`config.mk`:
```
export PLATFORM = sky130hd
export DESIGN_NAME = a2d_chnl_sequencer
export DESIGN_NICKNAME = d
export VERILOG_FILES = /design/src/rtl/a2d_chnl_sequencer.sv
export SDC_FILE = /design/constraint.sdc
export NUM_CORES = 1
export LEC_CHECK = 0
export ABC_AREA = 1
export CELL_PAD_IN_SITES_DETAIL_PLACEMENT = 0
export CELL_PAD_IN_SITES_GLOBAL_PLACEMENT = 1
export CORE_ASPECT_RATIO = 0.6
export CORE_UTILIZATION = 44
export DETAILED_ROUTE_END_ITERATION = 6
export PLACE_DENSITY = 0.85
export SYNTH_ARGS = -nofsm -noshare
export SYNTH_HDL_FRONTEND = slang
export SYNTH_SLANG_ARGS = --single-unit
```
`constraint.sdc`:
```
create_clock -name clk -period 1.97 [get_ports clk]
set_input_delay 0.4925 -clock clk [delete_from_list [all_inputs] [get_ports clk]]
set_output_delay 0.4925 -clock clk [all_outputs]
set_load 0.005 [all_outputs]
```
`src/rtl/a2d_chnl_sequencer.sv`:
```
// Round-robin ADC channel sequencer feeding A2D_intf, with a per-channel result bank.
// Optional build macro A2D_AVG_EN: average 4 back-to-back samples per channel before storing.
module a2d_chnl_sequencer #(
  parameter int NUM_CHNL = 8,
  parameter int SETTLE   = 2
) (
  input  logic        clk,
  input  logic        rst_n,
  input  logic        en,
  output logic        strt_cnv,
  output logic [2:0]  chnnl,
  input  logic        cnv_cmplt,
  input  logic [11:0] res,
  input  logic [2:0]  rd_chnl,
  output logic [11:0] rd_data,
  output logic        sweep_done
);

  // state | meaning
  // IDLE  | stopped, channel pointer parked at 0
  // START | one-cycle strt_cnv for chnnl
  // WAIT  | conversion in flight, waiting for cnv_cmplt
  // GAP   | settle delay before the next START

  typedef enum logic [1:0] {IDLE, START, WAIT, GAP} state_t;

  localparam logic [2:0] LAST_CHNL  = 3'(NUM_CHNL - 1);
  localparam logic [3:0] GAP_LOAD   = (SETTLE > 0) ? 4'(SETTLE - 1) : 4'd0;
  localparam logic [3:0] NUM_CHNL_W = 4'(NUM_CHNL);

  state_t      state, nxt_state;
  logic [2:0]  cur, cur_inc, nxt_cur;
  logic [3:0]  gap_cnt;
  logic [11:0] bank [0:7];
  logic        cmplt_w;
  logic        last_smp;
  logic [11:0] wr_val;

  assign cmplt_w = (state == WAIT) && cnv_cmplt;
  assign cur_inc = (cur == LAST_CHNL) ? 3'd0 : cur + 3'd1;

`ifdef A2D_AVG_EN
  logic [1:0]  smp_cnt;
  logic [13:0] acc, acc_sum;

  assign acc_sum  = acc + {2'b00, res};
  assign last_smp = (smp_cnt == 2'd3);
  assign wr_val   = acc_sum[13:2];

  // Partial sums are dropped whenever the sequencer parks in IDLE.
  always_ff @(posedge clk or negedge rst_n) begin
    if (!rst_n) begin
      smp_cnt <= 2'd0;
      acc     <= 14'd0;
    end else if (nxt_state == IDLE) begin
      smp_cnt <= 2'd0;
      acc     <= 14'd0;
    end else if (cmplt_w) begin
      smp_cnt <= smp_cnt + 2'd1;
      acc     <= last_smp ? 14'd0 : acc_sum;
    end
  end
`else
  assign last_smp = 1'b1;
  assign wr_val   = res;
`endif

  always_ff @(posedge clk or negedge rst_n) begin
    if (!rst_n) state <= IDLE;
    else        state <= nxt_state;
  end

  always_comb begin
    nxt_state = state;
    case (state)
      IDLE:  if (en) nxt_state = START;
      START: nxt_state = WAIT;
      WAIT: begin
        if (cnv_cmplt) begin
          if (!en)              nxt_state = IDLE;
          else if (SETTLE == 0) nxt_state = START;
          else                  nxt_state = GAP;
        end
      end
      GAP: begin
        if (!en)                nxt_state = IDLE;
        else if (gap_cnt == 4'd0) nxt_state = START;
      end
      default: nxt_state = IDLE;
    endcase
  end

  always_comb begin
    strt_cnv = (state == START);
    rd_data  = 12'h000;
    if ({1'b0, rd_chnl} < NUM_CHNL_W) rd_data = bank[rd_chnl];
  end

  // cur advances when a channel is finished, so chnnl can be loaded from nxt_cur on entry to START.
  always_comb begin
    nxt_cur = cur;
    if (nxt_state == IDLE)         nxt_cur = 3'd0;
    else if (cmplt_w && last_smp)  nxt_cur = cur_inc;
  end

  always_ff @(posedge clk or negedge rst_n) begin
    if (!rst_n) begin
      cur        <= 3'd0;
      chnnl      <= 3'd0;
      gap_cnt    <= 4'd0;
      sweep_done <= 1'b0;
    end else begin
      cur        <= nxt_cur;
      sweep_done <= cmplt_w && last_smp && (cur == LAST_CHNL);
      if (nxt_state == START) chnnl <= nxt_cur;
      if (nxt_state == GAP && state != GAP)  gap_cnt <= GAP_LOAD;
      else if (state == GAP && gap_cnt != 4'd0) gap_cnt <= gap_cnt - 4'd1;
    end
  end

  always_ff @(posedge clk or negedge rst_n) begin
    if (!rst_n) begin
      for (int i = 0; i < 8; i++) bank[i] <= 12'h000;
    end else if (cmplt_w && last_smp) begin
      bank[cur] <= wr_val;
    end
  end

endmodule

```
=== Word-level counts from Yosys, hierarchy flattened ===
Cells that the tools add are included.

* $add $sub $neg: 2
* $lt $le $gt $ge: 3
* Equality and inequality tests: 7
* Muxes and demuxes: 17
* Bitwise logic cells: 2
* Reductions and logical operators: 10

{| class="wikitable"
|+ Operator list
! cell !! count
|-
| 96-bit bitwise mux || 1
|-
| 12-bit binary-select mux with 3-bit select || 1
|-
| 12-bit demux with 3-bit select || 1
|-
| 12-bit two-way mux || 3
|-
| 2-bit two-way mux || 5
|-
| 3-bit two-way mux || 3
|-
| 4-bit >= comparator (second input constant) || 2
|-
| 4-bit two-way mux || 2
|-
| 3-bit NOT with 4-bit output || 2
|-
| 2-bit one-hot mux with 4 select lines || 1
|-
| 2-bit == test (second input constant) || 3
|-
| 1-bit logical AND || 5
|-
| 2-bit by 1-bit == test with 1-bit output (second input constant) || 2
|-
| 2-bit zero test || 2
|-
| 4-bit zero test || 1
|-
| 4-bit by 1-bit < comparator with 1-bit output (second input constant) || 1
|-
| 4-bit nonzero test || 1
|-
| 4-bit by 1-bit subtractor with 4-bit output (second input constant) || 1
|-
| 3-bit by 1-bit adder with 3-bit output (second input constant) || 1
|-
| 3-bit == test (second input constant) || 1
|-
| 2-bit != test (second input constant) || 1
|-
| 2-bit nonzero test || 1
|}

* Register bits after elaboration: 109
* Output and inout port bits: 17
* Logic and storage cells: 54

=== Longest topological paths before layout ===
Gate-level depths: netlist of run 1.

* Depth in word-level cells: 7
* Gate-level depth with buffers: 8
* Gate-level depth less buffers: 8

=== Worst setup path before layout of run 1 ===
Ideal clock, no wire load.

* Kind: input port to output port
* Start point: input port rd_chnl[1]
* End point: output port rd_data[10]
* Arrival time: 1.246 ns
* Data required time: 1.477 ns
* Path slack: 0.231 ns
* Stages: 6
* Cells stage by stage: buf_2 > buf_1 > o211ai_1 > nand2_1 > nand2_1 > nand2_1

* Word-level cells in the longest chain between the ends: 4

{| class="wikitable"
|+ RTL lines
! item !! RTL line !! RTL
|-
| from (decl) || 14 || <nowiki>input logic [2:0] rd_chnl,</nowiki>
|-
| 3-bit NOT with 4-bit output (implied by the code) || 96 || <nowiki>if ({1'b0, rd_chnl} < NUM_CHNL_W) rd_data = bank[rd_chnl];</nowiki>
|-
| 12-bit binary-select mux with 3-bit select || 96 ||
|-
| 12-bit two-way mux (implied by the code) (2 in series) || 96 ||
|-
| to (decl) || 15 || <nowiki>output logic [11:0] rd_data,</nowiki>
|}

No other way between the ends. The select of a mux whose other input is x is not followed.

=== Worst setup path in the final report of run 1 ===
* Start point: input port rd_chnl[0]
* End point: output port rd_data[9]

The elaborated chain is that of the path after synthesis.

==> summary.json, run 1 <==
{
  "outcome": {"value": "complete, no violations"},
  "grt_pass1_wl": {"value": 24300, "unit": "um"},
  "antenna_found_initial": {"value": 0},
  "drt_pass1_iterations": {"value": 5},
  "drv_cap": {"value": 0},
  "finalClockSkew": {"value": 0.00693, "unit": "ns"},
  "wirelength": {"value": 15000, "unit": "um"},
  "die-height": {"value": 87.4, "unit": "um"},
  "final_min_period_over_clock_period": {"value": 0.984},
  "synth-seq-area-share": {"value": 0.510},
  "power.density": {"value": 1180, "unit": "nW/um^2"},
  "finalWeightedCongestion": {"value": 0.854},
  "postSynthAreaPerCell": {"value": 7.95, "unit": "um^2"},
  "timing.rr.start": {"value": "cur[0]"},
  "type_of_element_launching_the_critical_path": {"value": "primary input"},
  "transition_time_at_the_pin_with_the_least_slew_margin": {"value": 0.469, "unit": "ns"},
  "clock_tree_from_tritoncts": {"value": "built"},
  "io_pins": {"value": 36},
  "die_x": {"value": 144, "unit": "um"},
  "syn-num-nets": {"value": 696},
  "share_of_cells_above_drive_strength_1": {"value": 0.144},
  "critPathLaunch": {"value": "rd_chnl[0]"},
  "rsz0062_at_grt": {"value": "yes"},
  "rrSetupSlack": {"value": 0.44, "unit": "ns"},
  "setup.worst_path.class": {"value": "in -> out"},
  "instances_no_fill": {"value": 890},
  "setup.worst_path.end": {"value": "rd_data[9]"},
  "vias": {"value": 4687},
  "worst_path_max_delay_cell": {"value": "sky130_fd_sc_hd__buf_12"},
  "ant_nets": {"value": 0},
  "synth.yosys.warnings": {"value": 0},
  "synth-compound-area-share": {"value": 0.161},
  "avgRoutedWirePerCell": {"value": 16.8, "unit": "um"},
  "dp_hpwl": {"value": 10100, "unit": "um"},
  "core.rowCount": {"value": 30},
  "reg2reg_path_depth": {"value": 7},
  "drt_first_iter_violations": {"value": 522},
  "number_of_nets_in_the_layout": {"value": 748},
  "die_area": {"value": 12600, "unit": "um^2"},
  "hold_path_class": {"value": "in -> async"},
  "leakage": {"value": 3.31, "unit": "nW"},
  "n_antenna_cell": {"value": 0},
  "ir_drop": {"value": 0.499, "unit": "mV"},
  "final_max_slew_viol_count": {"value": 0},
  "final-setup-viol-count": {"value": 0},
  "worst_r2r_endpoint": {"value": "chnnl[1]"},
  "timing.final.hold_violations": {"value": 0},
  "synthesis.area": {"value": 5350, "unit": "um^2"},
  "gate_count_post_synth": {"value": 673},
  "synth_xor_xnor_area_share": {"value": 0.00164},
  "cts.sinks": {"value": 109},
  "pin_count_of_the_biggest_net_entering_global_routing": {"value": 39},
  "areaGrowthSynthToFinish": {"value": 22.9, "unit": "%"},
  "yosys.cell_types.count": {"value": 27},
  "synth_mux_area_frac": {"value": 0},
  "drc": {"value": 0},
  "core": {"value": 11600, "unit": "um^2"},
  "cp_data_arrival_time": {"value": 1.45, "unit": "ns"},
  "postSynthRegisterBits": {"value": 109},
  "place_area": {"value": 6120, "unit": "um^2"},
  "global_route_usage_over_all_layers": {"value": 0.260},
  "clock-root-buffer": {"value": "sky130_fd_sc_hd__clkbuf_16"},
  "htree_num_levels": {"value": 3},
  "postLayoutCellArea": {"value": 6580, "unit": "um^2"},
  "cp-end-kind": {"value": "primary output"},
  "worst-path-max-fanout": {"value": 6},
  "worst_skew_pair.late_latency": {"value": 0.35, "unit": "ns"},
  "place_inst": {"value": 867},
  "port_bufs": {"value": 35},
  "first_global_vias": {"value": 4574},
  "layout_min_cycle_time": {"value": 1.94, "unit": "ns"},
  "fmaxAchievable": {"value": 516, "unit": "MHz"},
  "cts_made_buffers": {"value": 9},
  "synth_top_family_by_area": {"value": "simple AND/OR/NAND/NOR gates"},
  "initial_utilization": {"value": 0.463},
  "yosys.area_share.simple": {"value": 0.231},
  "cp_data_required_time": {"value": 1.48, "unit": "ns"},
  "clk_path_buf_depth": {"value": 2},
  "crit_chain": {"value": "buf_12 > buf_6 > inv_4 > buf_6 > buf_6 > o21ai_2 > nand2_1 > nand2_1 > nand2_1 > buf_2"},
  "worst_slew_margin_rel": {"value": 0.687},
  "globalRoute.totalOverflow": {"value": 0},
  "post_cts_hold_buffer_count": {"value": 0},
  "critPathMaxStageDelay": {"value": 0.12, "unit": "ns"},
  "cts.reportedPaths.clkPinSlew": {"value": 0.08, "unit": "ns"},
  "synth-adder-area-share": {"value": 0.00935},
  "via_per_inst": {"value": 5.27}
}
[stage by stage]
step	power [mW]	setup slack [ns]	util	hold slack [ns]	setup TNS, ns
after global placement	5.88	-0.635	0.529	0.453	-7.34
after global routing	8.35	-0.0377	0.569	0.120	-0.0430
after floorplan	4.94	0.231	-	0.197	0
after CTS	7.79	-0.0381	0.571	0.101	-0.0381
final	7.79	0.0321	0.569	0.0909	0
after detailed placement	5.97	-0.640	0.529	0.459	-7.49
[critical path, delay by kind of cell]
| family | cells | cell delay [ns] |
|---|---|---|
| simple gates | 3 | 0.22 |
| buf+inv | 6 | 0.63 |
| compound gates | 1 | 0.10 |
[power by group]
part / switching [mW] / internal (mW)
sequential: 0.442 / 3.03
combinational: 1.56 / 1.01
clock: 0.868 / 0.877
total: 2.87 / 4.92
[cells in the mapped netlist, drive strengths merged]
cell type | n | share of area
nand2 | 241 | 0.17
clkbuf | 10 | 0.0072
buf | 25 | 0.032
or2 | 1 | 0.0012
inv | 68 | 0.048
o21ai | 123 | 0.12
o22ai | 1 | 0.0012
dfrtp | 109 | 0.51
xor2 | 1 | 0.0016
ha | 4 | 0.0094
nor2 | 36 | 0.039
a21oi | 12 | 0.011
o211ai | 24 | 0.034
nand4 | 1 | 0.0012
nand3 | 17 | 0.020
[cells in the final DEF (no fill, tap or decap), drive strengths merged]
cell type and instances:
dlygate4sd2 1, nor2 36, o211ai 24, clkinvlp 2, ha 4, clkbuf 12
dfrtp 109, o21ai 123, o22ai 1, or2 1, nand2 241, buf 51
clkinv 2, inv 71, clkdlybuf4s15 2, nand3 17, a21oi 12, clkdlybuf4s50 19
nand4 1, xor2 1
[worst min-delay path by stage]
stage / to / slack, ns / cells after the start
global route: bank[8] / 0.12 / 1
floorplan: bank[0] / 0.20 / 0
global placement: bank[36] / 0.45 / 2
CTS: bank[8] / 0.10 / 1
detailed placement: chnnl[0] / 0.46 / 2
finish: bank[8] / 0.09 / 1
[timing repair]
item,in CTS,in global routing
buffers inserted,4,0
setup endpoints to repair,12,13
pin swaps,10,12
gates cloned,4,0
resized for setup,84,23
[registers in the layout (all words and copies together) (netlist names)]
| signal | count |
|---|---|
| sweep_done | 1 |
| chnnl | 3 |
| state | 2 |
| gap_cnt | 4 |
| bank | 96 |
| cur | 3 |
[layer usage]
metal / GRT usage / wire, um / up-vias
met2: 0.392 / 6440 / 149
li1: - / - / 2266
met1: 0.381 / 7450 / 2252
met5: 0 / 0 / -
met3: 0.0522 / 899 / 20
met4: 0.0622 / 209 / 0
[area by class of cell]
class / instances / area [um^2]
Inverter: 68 / 258
Timing Repair Buffer: 76 / 896
Tap cell: 160 / 200
Fill cell: 1077 / 4980
Clock buffer: 9 / 225
Sequential cell: 109 / 2730
Multi-Input combinational cell: 461 / 2210
Clock inverter: 7 / 57.6
[logic make-up after synthesis]
logic type / count (synthesis)
compound gates: 160
xor+xnor: 1
flops: 109
simple gates: 296
fa+ha+maj: 4
buf+inv: 103
Power figures use the tool's default switching activity.
==> inputs of run 2 (changes only) <==
--- a/config.mk
+++ b/config.mk
@@ -9,9 +9,9 @@
 export CELL_PAD_IN_SITES_DETAIL_PLACEMENT = 0
 export CELL_PAD_IN_SITES_GLOBAL_PLACEMENT = 1
 export CORE_ASPECT_RATIO = 0.6
-export CORE_UTILIZATION = 44
+export CORE_UTILIZATION = 35
 export DETAILED_ROUTE_END_ITERATION = 6
-export PLACE_DENSITY = 0.85
+export PLACE_DENSITY = 0.71
 export SYNTH_ARGS = -nofsm -noshare
 export SYNTH_HDL_FRONTEND = slang
 export SYNTH_SLANG_ARGS = --single-unit
==> summary.json, run 2 (synthesis results as in run 1) <==
{
  "post_cts_hold_buffer_count": {"value": 0, "change": "unchanged"},
  "vias": {"value": 4540, "change": "-3.1%"},
  "power.density": {"value": 1170, "unit": "nW/um^2", "change": "-0.79%"},
  "filler_cell_count": {"value": 1476, "change": "+37%"},
  "setup.worst_path.class": {"value": "in -> out"},
  "final_max_slew_viol_count": {"value": 0, "change": "unchanged"},
  "mostFrequentLayoutCell": {"value": "sky130_fd_sc_hd__nand2_1"},
  "pin_count_of_the_biggest_net_entering_global_routing": {"value": 38, "change": "-2.6%"},
  "outcome": {"value": "complete, no violations"},
  "finalClockSkew": {"value": 0.00651, "unit": "ns", "change": "-0.000411 ns"},
  "critPathLaunch": {"value": "rd_chnl[1]"},
  "cp_data_arrival_time": {"value": 1.45, "unit": "ns", "change": "about the same"},
  "rsz0062_at_grt": {"value": "yes"},
  "core": {"value": 14700, "unit": "um^2", "change": "+27%"},
  "power.combinational.fraction": {"value": 0.315, "change": "-0.015"},
  "io_pins": {"value": 36, "change": "unchanged"},
  "drt_pass1_iterations": {"value": 4, "change": "-1"},
  "drt_first_iter_violations": {"value": 277, "change": "-47%"},
  "crit_chain": {"value": "buf_6 > buf_12 > buf_4 > o211ai_1 > nand2_1 > nand2_1 > nand2_1 > dlygate4sd2_1"},
  "avgRoutedWirePerCell": {"value": 15.2, "unit": "um", "change": "-9.7%"},
  "reg2reg_path_depth": {"value": 4, "change": "-3"},
  "post-route-util": {"value": 0.456, "change": "-0.113"},
  "via_per_inst": {"value": 4.88, "change": "-7.4%"},
  "share_of_cells_above_drive_strength_1": {"value": 0.138, "change": "-0.00605"},
  "drc": {"value": 0, "change": "unchanged"},
  "met3_wirelength": {"value": 725, "unit": "um", "change": "-19%"},
  "hold_path_class": {"value": "in -> async"},
  "top_cell_family_by_delay_on_the_critical_path": {"value": "buffers and inverters"},
  "cts.reportedPaths.clkPinSlew": {"value": 0.07, "unit": "ns", "change": "about the same"},
  "power.clock.fraction": {"value": 0.247, "change": "+0.023"},
  "n_antenna_cell": {"value": 0, "change": "unchanged"},
  "largest_reg_flops": {"value": 96, "change": "unchanged"},
  "drv_cap": {"value": 0, "change": "unchanged"},
  "first_global_vias": {"value": 4450, "change": "-2.7%"},
  "final-setup-viol-count": {"value": 0, "change": "unchanged"},
  "initial_utilization": {"value": 0.364, "change": "-0.0993"},
  "cp_data_required_time": {"value": 1.48, "unit": "ns", "change": "about the same"},
  "worst_path_max_delay_cell": {"value": "sky130_fd_sc_hd__dlygate4sd2_1"},
  "port_bufs": {"value": 35, "change": "unchanged"},
  "global_route_usage_over_all_layers": {"value": 0.194, "change": "-0.0652"},
  "regMostFlops": {"value": "bank"},
  "timing.final.hold_violations": {"value": 0, "change": "unchanged"},
  "dp_hpwl": {"value": 9660, "unit": "um", "change": "-4.1%"},
  "clock_tree_from_tritoncts": {"value": "built"},
  "leakage": {"value": 3.36, "unit": "nW", "change": "+1.4%"},
  "cts_made_buffers": {"value": 9, "change": "unchanged"},
  "type_of_element_launching_the_critical_path": {"value": "primary input"},
  "wirelength": {"value": 14200, "unit": "um", "change": "-5.6%"},
  "most-common-layout-cells": {"value": "237 x sky130_fd_sc_hd__nand2_1, 108 x sky130_fd_sc_hd__dfrtp_1, 72 x sky130_fd_sc_hd__o21ai_1, 60 x sky130_fd_sc_hd__inv_1, 50 x sky130_fd_sc_hd__o21ai_0"},
  "timing.rr.start": {"value": "cur[1]"},
  "clk_path_buf_depth": {"value": 2, "change": "unchanged"},
  "htree_num_levels": {"value": 3, "change": "unchanged"},
  "pwr-share-seq": {"value": 0.438, "change": "-0.008"},
  "number_of_nets_in_the_layout": {"value": 751, "change": "+0.40%"},
  "reg.largest.list": {"value": "bank: 96 flops, gap_cnt: 4 flops"},
  "wirelength_met1": {"value": 7390, "unit": "um", "change": "-0.75%"},
  "final_min_period_over_clock_period": {"value": 0.987, "change": "+0.00287"},
  "cts.sinks": {"value": 109, "change": "unchanged"},
  "grt_pass1_wl": {"value": 23600, "unit": "um", "change": "-3.0%"},
  "dr_wl_met2": {"value": 5940, "unit": "um", "change": "-7.8%"},
  "cpMostUsedCell": {"value": "sky130_fd_sc_hd__nand2_1"},
  "finalWeightedCongestion": {"value": 0.789, "change": "-7.7%"},
  "intPower": {"value": 5.18, "unit": "mW", "change": "+5.3%"},
  "transition_time_at_the_pin_with_the_least_slew_margin": {"value": 0.528, "unit": "ns", "change": "+0.0585 ns"},
  "ir_drop": {"value": 0.428, "unit": "mV", "change": "-14%"},
  "critPathMaxStageDelay": {"value": 0.26, "unit": "ns", "change": "+0.14 ns"},
  "power.net_switching": {"value": 2.70, "unit": "mW", "change": "-5.6%"},
  "ant_nets": {"value": 0, "change": "unchanged"},
  "worst_skew_pair.late_latency": {"value": 0.35, "unit": "ns", "change": "about the same"},
  "worst_slew_margin_rel": {"value": 0.648, "change": "-0.0390"},
  "die_area": {"value": 15800, "unit": "um^2", "change": "+25%"},
  "areaGrowthSynthToFinish": {"value": 25.5, "unit": "%"},
  "die_x": {"value": 162, "unit": "um", "change": "+12%"},
  "fmaxAchievable": {"value": 515, "unit": "MHz", "change": "-0.29%"},
  "core.rowCount": {"value": 34, "change": "+13%"},
  "power_switching_share": {"value": 0.343, "change": "-0.0252"},
  "critical_path_cell_count": {"value": 8, "change": "-2"},
  "die-height": {"value": 97.8, "unit": "um", "change": "+12%"},
  "place_area": {"value": 6240, "unit": "um^2", "change": "+2.0%"},
  "postLayoutCellArea": {"value": 6720, "unit": "um^2", "change": "+2.1%"},
  "timing.critical_path.buf_inv": {"value": 4, "change": "-2"},
  "cp-end-kind": {"value": "primary output"},
  "worst-path-max-fanout": {"value": 10, "change": "+4"},
  "layout_min_cycle_time": {"value": 1.94, "unit": "ns", "change": "+0.00565 ns"},
  "antenna_found_initial": {"value": 0, "change": "unchanged"},
  "globalRoute.totalOverflow": {"value": 0, "change": "unchanged"},
  "top_layer": {"value": "met4"},
  "clock-root-buffer": {"value": "sky130_fd_sc_hd__clkbuf_16"}
}
run 2: changes by cell type in the layout (fill, tap and decap cells not counted), sizes merged:
cell	before	now
clkinv	2	1
buf	51	47
bufinv	0	2
dlymetal6s2s	0	1
clkbuf	12	15
clkdlybuf4s15	2	4
clkdlybuf4s50	19	18
clkinvlp	2	3
inv	71	68
dlygate4sd2	1	4
run 2: area by class of cell:
class	instances	area (um^2)	share of cell area
clock buffer	10	229	0.0341
clock inverter	6	87.6	0.0130
inverter	68	255	0.0380
multi-input combinational	461	2210	0.329
sequential	109	2730	0.406
tap	198	248	0.0369
timing repair buffer	79	960	0.143
run 2: worst paths after layout:
| path | endpoint | slack [ns] |
|---|---|---|
| hold / removal | bank[0] | 0.12 |
| min in group clk | chnnl[0] | 0.47 |
| max in group asynchronous | bank[43] | 1.28 |
| setup reg to reg | bank[39] | 0.44 |
| setup / recovery | rd_data[7] | 0.03 |
| hold reg to reg | chnnl[0] | 0.47 |
run 2: routing by layer:
metal / global-route usage / up-vias
met5: 0 / -
met2: 0.283 / 100
met1: 0.291 / 2166
li1: - / 2264
met3: 0.0459 / 10
met4: 0.0428 / 0
run 2: worst register-to-register path, stage by stage (launching register included):
cell and delay [ns]:
sky130_fd_sc_hd__dfrtp_1 0.46, sky130_fd_sc_hd__or2_1 0.45, sky130_fd_sc_hd__buf_4 0.26, sky130_fd_sc_hd__o21ai_0 0.18
sky130_fd_sc_hd__nand2_1 0.07
run 2: per-stage QoR:
step	setup slack, ns	TNS [ns]	power [mW]	hold slack (ns)	instances
6_report	0.0264	0	7.89	0.116	931
3_3_place_gp	-0.434	-4.59	5.85	0.456	912
2_1_floorplan	0.231	0	4.94	0.197	673
4_1_cts	-0.00712	-0.00712	7.90	0.134	930
5_1_grt	-0.0282	-0.0333	8.50	0.148	931
3_5_place_dp	-0.446	-4.76	5.93	0.460	912
run 2: repair_timing:
action | in CTS | in global routing
gates cloned | 2 | 0
setup buffers | 0 | 1
gates resized for setup | 47 | 35
pin swaps | 2 | 11
endpoints found under the setup margin | 12 | 13
run 2: power by group through the flow:
| stage | clock network, mW | registers (mW) | logic, mW |
|---|---|---|---|
| after CTS | 1.99 | 3.44 | 2.47 |
| final | 1.95 | 3.45 | 2.49 |
| after floorplan | 0 | 3.37 | 1.57 |
| after global placement | 0 | 3.45 | 2.40 |
| after global routing | 2.10 | 3.55 | 2.86 |
| after detailed placement | 0 | 3.47 | 2.46 |
